$ cat src/rtl/uart_cmd_sequencer_pkg.sv
// Shared constants, state encoding and helpers for the UART command sequencer.
package uart_cmd_pkg;

  localparam int DEF_DBITS       = 8;
  localparam int DEF_FRAME_BYTES = 18;
  localparam int DEF_FRAME_W     = DEF_DBITS * DEF_FRAME_BYTES;

  localparam logic [7:0] CMD_FLAG = 8'h40;
  localparam logic [7:0] CMD_CAT  = 8'h41;
  localparam logic [7:0] CMD_KEY  = 8'h42;
  localparam logic [7:0] CMD_PT   = 8'h43;
  localparam logic [7:0] CMD_ENC  = 8'h44;

  localparam logic [7:0] CAT_BASE       = 8'h41;
  localparam logic [7:0] CAT_RESET_CHAR = 8'h60;

  typedef enum logic [2:0] {
    S_IDLE     = 3'd0,
    S_DECODE   = 3'd1,
    S_AES_WAIT = 3'd2,
    S_TX_REQ   = 3'd3,
    S_TX_WAIT  = 3'd4
  } seq_state_e;

  // Add a small increment to an 8-bit counter, clamping at 255.
  function automatic logic [7:0] sat_add8(input logic [7:0] a, input logic [1:0] b);
    logic [9:0] s;
    s = {2'b00, a} + {8'h00, b};
    return (s > 10'd255) ? 8'hFF : s[7:0];
  endfunction

endpackage

$ cat src/rtl/uart_cmd_sequencer_if.sv
// UART-side signals of the command sequencer: rx frame in, tx request out.
interface uart_cmd_sequencer_if import uart_cmd_pkg::*; #(
  parameter int W = DEF_FRAME_W
) ();
  logic         frame_valid;
  logic [W-1:0] frame;
  logic         tx_busy;
  logic         tx_trigger;
  logic [W-1:0] tx_payload;

  // Sequencer side
  modport master (
    input  frame_valid,
    input  frame,
    input  tx_busy,
    output tx_trigger,
    output tx_payload
  );

  // UART core side
  modport slave (
    output frame_valid,
    output frame,
    output tx_busy,
    input  tx_trigger,
    input  tx_payload
  );
endinterface

$ cat src/rtl/uart_cmd_sequencer_tx_handshake.sv
// Single transmit handshake: request, wait for tx_busy to rise (bounded), then wait for it to fall.
module uart_tx_handshake #(
  parameter int TX_ACK_TIMEOUT = 4
) (
  input  logic clk,
  input  logic reset,
  input  logic start,
  input  logic tx_busy,
  output logic tx_trigger,
  output logic done,
  output logic timeout
);

  localparam logic [1:0] H_IDLE = 2'd0;
  localparam logic [1:0] H_ACK  = 2'd1;
  localparam logic [1:0] H_FALL = 2'd2;
  localparam int CW = (TX_ACK_TIMEOUT > 1) ? $clog2(TX_ACK_TIMEOUT + 1) : 1;

  logic [1:0]    hs_state;
  logic [CW-1:0] ack_cnt;

  // The trigger fires in the same cycle the transmitter is seen idle, so it can only last one cycle.
  assign tx_trigger = (hs_state == H_IDLE) && start && !tx_busy;
  assign done       = (hs_state == H_FALL) && !tx_busy;
  assign timeout    = (hs_state == H_ACK) && !tx_busy && (ack_cnt == '0);

  // Phase tracking and the acknowledge timeout down-counter.
  always_ff @(posedge clk or posedge reset) begin
    if (reset) begin
      hs_state <= H_IDLE;
      ack_cnt  <= '0;
    end else begin
      case (hs_state)
        H_IDLE: begin
          if (tx_trigger) begin
            hs_state <= H_ACK;
            ack_cnt  <= CW'(TX_ACK_TIMEOUT - 1);
          end
        end
        H_ACK: begin
          if (tx_busy)              hs_state <= H_FALL;
          else if (ack_cnt == '0)   hs_state <= H_IDLE;
          else                      ack_cnt  <= ack_cnt - CW'(1);
        end
        H_FALL: begin
          if (!tx_busy) hs_state <= H_IDLE;
        end
        default: hs_state <= H_IDLE;
      endcase
    end
  end

endmodule

$ cat src/rtl/uart_cmd_sequencer.sv
// Latches received frames, validates the end character and dispatches to cat/AES/tx resources.
//
// state    | meaning
// IDLE     | waiting for frame_valid
// DECODE   | one-cycle decode of the latched frame
// AES_WAIT | counting down until aes_out is settled
// TX_REQ   | payload ready, waiting for the transmitter to be free
// TX_WAIT  | trigger sent, waiting for tx_busy to rise and then fall
module uart_cmd_sequencer import uart_cmd_pkg::*; #(
  parameter int DBITS          = DEF_DBITS,
  parameter int FRAME_BYTES    = DEF_FRAME_BYTES,
  parameter int AES_LATENCY    = 2,
  parameter int TX_ACK_TIMEOUT = 4
) (
  input  logic                           clk,
  input  logic                           reset,
  uart_cmd_sequencer_if.master           uart,
  input  logic [DBITS*FRAME_BYTES-1:0]   secret_flag,
  input  logic [127:0]                   aes_out,
  output logic [127:0]                   aes_key,
  output logic [127:0]                   aes_in,
  output logic [7:0]                     cat_status,
  output logic [7:0]                     err_count,
  output logic                           busy
);

  localparam int W      = DBITS * FRAME_BYTES;
  localparam int AES_CW = (AES_LATENCY > 1) ? $clog2(AES_LATENCY + 1) : 1;

  localparam logic [2:0] IDLE     = S_IDLE;
  localparam logic [2:0] DECODE   = S_DECODE;
  localparam logic [2:0] AES_WAIT = S_AES_WAIT;
  localparam logic [2:0] TX_REQ   = S_TX_REQ;
  localparam logic [2:0] TX_WAIT  = S_TX_WAIT;

  logic [2:0]        state;
  logic [W-1:0]      frame_r;
  logic [W-1:0]      tx_payload_r;
  logic [AES_CW-1:0] aes_cnt;
  logic [DBITS-1:0]  cmd, b1, b2, b_end;
  logic [7:0]        cat_idx;
  logic              dec_err, drop, hs_trigger, hs_done, hs_timeout;

  assign cmd     = frame_r[0 +: DBITS];
  assign b1      = frame_r[DBITS +: DBITS];
  assign b2      = frame_r[2*DBITS +: DBITS];
  assign b_end   = frame_r[(FRAME_BYTES-1)*DBITS +: DBITS];
  assign cat_idx = b1 - CAT_BASE;

  assign busy            = (state != IDLE);
  assign drop            = uart.frame_valid && (state != IDLE);
  assign uart.tx_payload = tx_payload_r;
  assign uart.tx_trigger = hs_trigger;

  uart_tx_handshake #(.TX_ACK_TIMEOUT(TX_ACK_TIMEOUT)) u_tx_hs (
    .clk        (clk),
    .reset      (reset),
    .start      (state == TX_REQ),
    .tx_busy    (uart.tx_busy),
    .tx_trigger (hs_trigger),
    .done       (hs_done),
    .timeout    (hs_timeout)
  );

  // Rejection of the frame being decoded: unknown command or wrong end character.
  always_comb begin
    dec_err = 1'b0;
    if (state == DECODE) begin
      case (cmd)
        CMD_CAT:                              dec_err = (b2 != cmd);
        CMD_FLAG, CMD_KEY, CMD_PT, CMD_ENC:   dec_err = (b_end != cmd);
        default:                              dec_err = 1'b1;
      endcase
    end
  end

  // Main sequencer FSM and the registers it owns.
  always_ff @(posedge clk or posedge reset) begin
    if (reset) begin
      state        <= IDLE;
      frame_r      <= '0;
      aes_cnt      <= '0;
      tx_payload_r <= '0;
      aes_key      <= '0;
      aes_in       <= '0;
      cat_status   <= 8'hFF;
    end else begin
      case (state)
        IDLE: begin
          if (uart.frame_valid) begin
            frame_r <= uart.frame;
            state   <= DECODE;
          end
        end
        DECODE: begin
          state <= IDLE;
          if (!dec_err) begin
            case (cmd)
              CMD_CAT: begin
                if (b1 >= CAT_BASE && b1 <= CAT_BASE + 8'd7) cat_status[cat_idx[2:0]] <= 1'b0;
                else if (b1 == CAT_RESET_CHAR)               cat_status <= 8'hFF;
              end
              CMD_FLAG: begin
                tx_payload_r <= secret_flag;
                state        <= TX_REQ;
              end
              CMD_KEY: aes_key <= frame_r[(FRAME_BYTES-1)*DBITS-1:DBITS];
              CMD_PT:  aes_in  <= frame_r[(FRAME_BYTES-1)*DBITS-1:DBITS];
              CMD_ENC: begin
                aes_cnt <= AES_CW'(AES_LATENCY);
                state   <= AES_WAIT;
              end
              default: state <= IDLE;
            endcase
          end
        end
        AES_WAIT: begin
          if (aes_cnt == '0) begin
            tx_payload_r <= {CMD_ENC, aes_out, CMD_ENC};
            state        <= TX_REQ;
          end else begin
            aes_cnt <= aes_cnt - AES_CW'(1);
          end
        end
        TX_REQ: begin
          if (hs_trigger) state <= TX_WAIT;
        end
        TX_WAIT: begin
          if (hs_done || hs_timeout) state <= IDLE;
        end
        default: state <= IDLE;
      endcase
    end
  end

  // Error counter: decode rejects, frames dropped while busy, and tx acknowledge timeouts.
  always_ff @(posedge clk or posedge reset) begin
    if (reset) err_count <= 8'h00;
    else       err_count <= sat_add8(err_count, 2'({1'b0, drop} + {1'b0, dec_err} + {1'b0, hs_timeout}));
  end

endmodule

$ cat src/flat_wrapper.sv
// flat-port wrapper written by rule: the top's interface ports become plain ports
module uart_cmd_sequencer_flat import uart_cmd_pkg::*;
#(
  parameter int DBITS          = DEF_DBITS,
  parameter int FRAME_BYTES    = DEF_FRAME_BYTES,
  parameter int AES_LATENCY    = 2,
  parameter int TX_ACK_TIMEOUT = 4
)
  (clk, reset, secret_flag, aes_out, aes_key, aes_in, cat_status, err_count, busy, uart_frame_valid, uart_frame, uart_tx_busy, uart_tx_trigger, uart_tx_payload);
  uart_cmd_sequencer_if #(.W((144))) uart_i ();
  input  logic clk;
  input  logic reset;
  input  logic [DBITS*FRAME_BYTES-1:0] secret_flag;
  input  logic [127:0] aes_out;
  output logic [127:0] aes_key;
  output logic [127:0] aes_in;
  output logic [7:0] cat_status;
  output logic [7:0] err_count;
  output logic busy;
  input wire logic [$bits(uart_i.frame_valid)-1:0] uart_frame_valid;
  input wire logic [$bits(uart_i.frame)-1:0] uart_frame;
  input wire logic [$bits(uart_i.tx_busy)-1:0] uart_tx_busy;
  output wire logic [$bits(uart_i.tx_trigger)-1:0] uart_tx_trigger;
  output wire logic [$bits(uart_i.tx_payload)-1:0] uart_tx_payload;
  assign uart_i.frame_valid = uart_frame_valid;
  assign uart_i.frame = uart_frame;
  assign uart_i.tx_busy = uart_tx_busy;
  assign uart_tx_trigger = uart_i.tx_trigger;
  assign uart_tx_payload = uart_i.tx_payload;
  uart_cmd_sequencer #(.DBITS(DBITS), .FRAME_BYTES(FRAME_BYTES), .AES_LATENCY(AES_LATENCY), .TX_ACK_TIMEOUT(TX_ACK_TIMEOUT)) u_core (.clk(clk), .reset(reset), .uart(uart_i), .secret_flag(secret_flag), .aes_out(aes_out), .aes_key(aes_key), .aes_in(aes_in), .cat_status(cat_status), .err_count(err_count), .busy(busy));
endmodule
$ cat config.mk
export PLATFORM = sky130hd
export DESIGN_NAME = uart_cmd_sequencer_flat
export DESIGN_NICKNAME = d
export VERILOG_FILES = /design/src/rtl/uart_cmd_sequencer_pkg.sv /design/src/rtl/uart_cmd_sequencer_if.sv /design/src/rtl/uart_cmd_sequencer_tx_handshake.sv /design/src/rtl/uart_cmd_sequencer.sv /design/src/flat_wrapper.sv
export SDC_FILE = /design/constraint.sdc
export NUM_CORES = 1
export LEC_CHECK = 0
export ABC_AREA = 1
export BUFFER_PORTS_ARGS = -buffer_cell sky130_fd_sc_hd__buf_2
export CAP_MARGIN = 20
export CORE_AREA = 2 2 326 328
export DETAILED_ROUTE_END_ITERATION = 7
export DIE_AREA = 0 0 328 330
export MAX_ROUTING_LAYER = met4
export PLACE_DENSITY = 0.5
export SYNTH_ARGS = -nofsm -noshare
export SYNTH_HDL_FRONTEND = slang
export SYNTH_SLANG_ARGS = --single-unit
export TNS_END_PERCENT = 1
$ cat constraint.sdc
create_clock -name clk -period 50.7 [get_ports clk]
set_input_delay 0 -clock clk [delete_from_list [all_inputs] [get_ports clk]]
set_output_delay 0 -clock clk [all_outputs]
set_load 0.05 [all_outputs]
### Word-level counts from Yosys, hierarchy flattened

Index checks and enable logic that the tools add are counted.
Widths: inputs -> output; s select.

* memories: 0
* bits in registers: 570
* input port bits: 420
* logic and storage cells: 110
* bits in writable memories: 0
* ROM bits: 0
* latch bits: 0

* $mul: 0
* shift operators: 0
* add/sub/neg operators: 6
* mux-type cells: 31
* order comparisons: 5
* reduce and logical (&&, ||, !) cells: 28
* bitwise operators: 3
* equal/unequal tests: 27
* divide/modulo/power cells: 0

Operators by type and width (number)
* $mux 144: 3
* $pmux 144 s2: 1
* $eq 8x7->1 const B: 6
* $mux 3: 8
* $mux 8: 3
* $ne 2x2->1 const B: 10
* $reduce_and 4->1: 5
* $ne 8x8->1: 2
* $pmux 3 s5: 1
* $mux 2: 7
* $gt 10x8->1 const B: 1
* $add 8x2->9: 1
* $reduce_and 3->1: 3
* $and 8x8->8: 1
* $ge 8x7->1 const B: 1
* $le 8x7->1 const B: 1
* $logic_and 1x1->1: 8
* $not 8->8: 1
* $pmux 2 s2: 2
* $eq 3x2->1 const B: 2
* $logic_not 3->1: 2
* $pmux 2 s3: 1
* $pmux 3 s2: 1
* $reduce_bool 2->1: 3
* 22 further kinds: 26

### Longest topological paths before layout

* word-level depth: 9
* gate-level depth with buffers: 27
* depth with buffers taken out: 26

### Modules after synthesis

Synthesis repeated with hierarchy kept, for this count alone.

* cell total of the unflattened synthesis: 2331
* area, all modules: 22949.5 um^2

Modules (own cells, without submodules)
* uart_cmd_sequencer: seq. area each 14148.6 um^2, area an instance 22645.5 um^2, times used 1, cells each 2294
* uart_tx_handshake: seq. area each 125.1 um^2, area an instance 304.0 um^2, times used 1, cells each 37

### Worst setup path after synthesis

Ideal clock, no wire load.

* kind: register -> register
* start point: register u_core.frame_r[2]
* end point: register u_core.err_count[2]
* data arrival time: 2.890 ns
* library setup time: 0.083 ns
* setup slack: 47.728 ns
* path buffers: 1
* cell stages (with the launch flop): 25
* cell sequence: dfrtp_1 -> nor2_2 -> nand2_1 -> nor2_2 -> nor2_4 -> nand2_4 -> buf_6 -> nand2_1 -> o211ai_1 -> nand2_1 -> nand2_1 -> nor2_1 -> nand2_1 -> nand2_1 -> inv_1 -> ha_1 -> inv_1 -> fa_1 -> nor2_1 -> nand2_1 -> inv_1 -> nand2_1 -> nor2_1 -> nand2_1 -> o21ai_0

* longest elaborated chain between the ends: 9
* elaborated cells on any way between the ends: 15

RTL lines
* from (decl): RTL line uart_cmd_sequencer.sv:37 `logic [W-1:0] frame_r;`
* from (signal assigned): RTL line uart_cmd_sequencer.sv:91 `frame_r <= uart.frame;`
* $eq 8x7->1: RTL line uart_cmd_sequencer.sv:69 `case (cmd)`
* $reduce_or 4->1: RTL line uart_cmd_sequencer.sv:69
* $pmux 1 s2 (*): RTL line uart_cmd_sequencer.sv:69
* $mux 1 (*): RTL line uart_cmd_sequencer.sv:68 `if (state == DECODE) begin`
* $add 1x1->2 (*): RTL line uart_cmd_sequencer.sv:139 `else err_count <= sat_add8(err_count, 2'({1'b0, drop} + {1'b0, dec_err} + {1'b0, hs_timeout}));`
* $add 2x1->2 (*): RTL line uart_cmd_sequencer.sv:139
* $add 8x2->9 (*): RTL line uart_cmd_sequencer_pkg.sv:28 `s = {2'b00, a} + {8'h00, b};`
* $gt 10x8->1: RTL line uart_cmd_sequencer_pkg.sv:29 `return (s > 10'd255) ? 8'hFF : s[7:0];`
* $mux 8 (*): RTL line uart_cmd_sequencer_pkg.sv:29
* to (signal assigned): RTL line uart_cmd_sequencer.sv:139
* to (decl): RTL line uart_cmd_sequencer.sv:23 `output logic [7:0] err_count,`

Mark *: on every way between the ends. The rest lies on a longest branch, timed or not.
A chain may end at the register's enable or synchronous reset.

### Worst setup path after layout

* start point: register u_core.frame_r[2]
* end point: register u_core.aes_in[53]

* longest elaborated chain between the ends: 6
* elaborated cells on any way between the ends: 12

RTL lines
* $eq 8x7->1, on equally long branches: RTL line uart_cmd_sequencer.sv:69, uart_cmd_sequencer.sv:98
* $reduce_or 4->1: RTL line uart_cmd_sequencer.sv:69
* $pmux 1 s2: RTL line uart_cmd_sequencer.sv:69
* $mux 1: RTL line uart_cmd_sequencer.sv:68
* $not 1->1 (no line)
* $reduce_and 3->1 (no line) (*)
* to (signal assigned): RTL line uart_cmd_sequencer.sv:108 `CMD_PT: aes_in <= frame_r[(FRAME_BYTES-1)*DBITS-1:DBITS];`
* to (decl): RTL line uart_cmd_sequencer.sv:21 `output logic [127:0] aes_in,`

Marks and branches as above.

==> impl_results.md <==
- Outcome: completed
- Xor/xnor share of the synthesized area: 0.2150%
- Net load switching power: 575.4 µW
- Routed WL: 87450 µm
- DIE HEIGHT: 330 µm
- Pins Over Slew Limit: 0
- Leakage: 0.01926 µW
- Via density: 4.228
- Port Buf Inserts: 837
- Final HPWL DP: 61410 µm
- GP Congestion: 0.8651
- Worst Setup Start Kind: flip-flop
- Proportion of synthesized area in mux cells: 0.1843%
- Die ar.: 108200 µm²
- Final setup viols: 0
- RR Startpoint: u_core.frame_r[2]
- Die X: 328 µm
- Flops & latches, synth: 570
- Setup bufs post-CTS: 0
- Vias in the first global route: 22610
- Final ANT Viol Nets: 0
- Most frequent cells in the layout: nand2_1 (1033), buf_2 (837), dfrtp_1 (562), dlygate4sd3_1 (419), inv_1 (182)
- Vias: 22880
- Worst r2r dst: u_core.aes_in[53]
- Starting density of the core: 23.35%
- CTS sink cnt: 570
- Comb pwr share: 29.7%
- Fin nets: 4398
- Max Clock Freq: 194.0 MHz
- Hold Path Class: in2async
- CTS tree: done
- Most common cell after layout, fill and taps aside: nand2_1
- Seq pwr share: 38.0%
- Total track usage: 16.00%
- Path type of the worst setup path: reg2reg
- Combinational family with the most area after synthesis: simple AND/OR/NAND/NOR gates
- Total power: 1529 µW
- P&R area growth vs syn: 47.59%
- Clock skew: 0.01757 ns
- Share of layout cells above drive strength 1: 27.66%
- VDD IR-drop max: 0.02463 mV
- Power per Cell Area: 42.40 nW/µm²
- Crit path max fanout: 85
- Post-synthesis cell area: 24440 µm²
- Synth top area share: 57.54%
- Crit. End Element: flip-flop
- Final TNS setup: 0 ns
- Mapped Nets: 3210
- CP arrival: 5.68 ns
- Mapped Cells: 2780
- Fill count: 10930
- Residual DRC: 0
- RSZ-0062 raised after global routing: no
- Clk_lat worst skew: 0.62 ns
- Initial antenna violation count: 6
- Net Sw Frac: 37.62%
- WL per Instance: 16.16 µm
- Htree depth: 3
- Critical Path RT: 51.22 ns
- Post-synthesis adder-cell area fraction: 0.5734%
- First-pass GRT wire length: 132300 µm
- Final Hold Viols: 0
- Clock Power Share: 32.2%
- CTS Buf Count: 69
- Reg-to-reg slack, setup: 45.55 ns
- DR iter-0 viols: 1399
- Fin crit share: 10.17%
- Internal: 954.0 µW
- YS warnings: 0
- Pre-Repair DR Iteration Count: 5
- Clk buf depth: 3
- MaxCap Viol Count: 0
- Post-synthesis simple-gate area fraction: 23.67%
- Syn avg cell area: 8.792 µm²
- Worst slew margin: 27.97%
- Synth area leader: dfrtp_1
- Total grt overflow: 0
- Slew at the pin with the worst max-slew slack: 1.080 ns
- Final worst path period need: 5.154 ns
- Count of different cell masters after synthesis: 35
- R2R depth: 16
- I/O pin cnt: 838
- Largest net degree at the start of global routing: 167
- Synth Area in Compound Gates: 10.01%
- Worst-path clk slew: 0.06 ns
- Root buffer cell: clkbuf_16
- Row cnt: 119
- Sequential-to-total area share from yosys stat: 58.40%
- Core footprint: 104700 µm²
- Ranking of synthesized cells by area: dfrtp_1 (58%), nand2_1 (16%), o21ai_2 (3.4%)
## final cells by class
type	instances	area, µm²	area share, %
clock buffers	107	2031	5.629
well taps	1391	1740	4.825
inverters	187	711.9	1.974
flip-flops and latches	570	14270	39.57
multi-input cells	1859	8512	23.60
repair buffers	1281	8583	23.79
clock inverters	12	209.0	0.5792
diodes	5	12.51	0.03468
## logic make-up (layout without fill, tap and decap cells)
| logic type | after synthesis | count (layout) |
|---|---|---|
| xor+xnor | 6 | 6 |
| other cells | 0 | 5 |
| simple gates | 1424 | 1424 |
| compound gates | 415 | 415 |
| buf+inv | 351 | 1587 |
| fa+ha+maj | 10 | 10 |
| mux | 4 | 4 |
| flops | 570 | 570 |
## power groups by stage
stage                     Sequential [µW]  Clock [µW]  Combinational [µW]
after global routing                  591         529                 498
after detailed placement              588           0                 433
after floorplan                       699           0                 187
after CTS                             581         510                 460
final                                 582         493                 455
after global placement                587           0                 431
## state kept, by name, indices dropped and copies added, names as in the netlist
register and cells:
u_core.aes_cnt 2, u_core.aes_in 128, u_core.aes_key 128, u_core.cat_status 8, u_core.err_count 8, u_core.frame_r 144, u_core.state 3, u_core.u_tx_hs.ack_cnt 3
u_core.u_tx_hs.hs_state 2, u_core.uart.tx_payload 144
## repair_timing
action,in CTS,in global routing
hold buffers,419,0
endpoints found under the hold margin,389,0
resized for setup,0,0
## worst max path at each step
stage / startpoint / to / slack, ns / cells past startpoint
after floorplan: reset / u_core.aes_cnt[0] / 34.77 / 1
after global placement: u_core.frame_r[7] / u_core.aes_in[123] / 45.64 / 17
after detailed placement: u_core.frame_r[7] / u_core.aes_in[53] / 45.59 / 18
after CTS: u_core.frame_r[7] / u_core.aes_in[53] / 45.54 / 16
after global routing: u_core.frame_r[2] / u_core.aes_in[63] / 45.10 / 18
final: u_core.frame_r[2] / u_core.aes_in[53] / 45.55 / 16
## synthesized netlist by cell type
cell type / n
xnor2_1: 2
inv_1: 183
buf_8: 1
a21boi_0: 1
a21oi_1: 146
and3_1: 1
o211ai_1: 2
xor2_1: 4
o21ai_0: 18
nand3_1: 160
nor3_1: 7
ha_1: 8
fa_1: 2
or2_2: 5
clkinv_1: 1
nand2_4: 2
dfrtp_1: 562
dfstp_2: 8
buf_2: 28
clkbuf_1: 84
nand4_1: 13
nand3_2: 13
nor2_4: 5
o21ai_1: 151
nand2_1: 1034
nand3_4: 2
inv_2: 3
nand2_2: 1
mux2_2: 4
buf_6: 38
o21ai_2: 96
nor2_1: 173
nor2_2: 8
a31oi_1: 1
buf_4: 13
## through the flow
step                setup slack [ns]  hold slack (ns)  cells  utilization, %  cell area, µm²
finish                         45.55          0.04907   5412           34.46           36070
global route                   45.10          0.06492   5412           34.46           36070
CTS                            45.54          0.02456   5407           34.45           36060
detailed placement             45.59           0.1833   4869           28.30           29630
global placement               45.64           0.1815   4869           28.30           29630
floorplan                      34.77           0.1506   2780               -           24440
## worst max-delay path, stage by stage, from the launching register on
cell      delay [ns]
dfrtp_1         0.41
nor2_2          0.20
nand2_1         0.09
nor2_2          0.20
nor2_4          0.11
nand2_4         0.18
nand2_1         0.10
o211ai_1        0.11
nand2_1         0.13
nand3_1         0.15
nor2_4          0.09
nand3_4         0.18
buf_4           0.82
buf_4           0.93
buf_4           0.88
nand2_1         0.16
o21ai_2         0.10
## routing by layer
metal  vias to the layer above  part of all wire [%]  track usage (%)
li1                      11170                     -                -
met1                     10800                    42            19.72
met2                       737                    49            25.78
met3                       169                   6.5            3.849
met4                         0                   3.0            5.136
met5                         -                     0                -
Power figures use the tool's default switching activity.
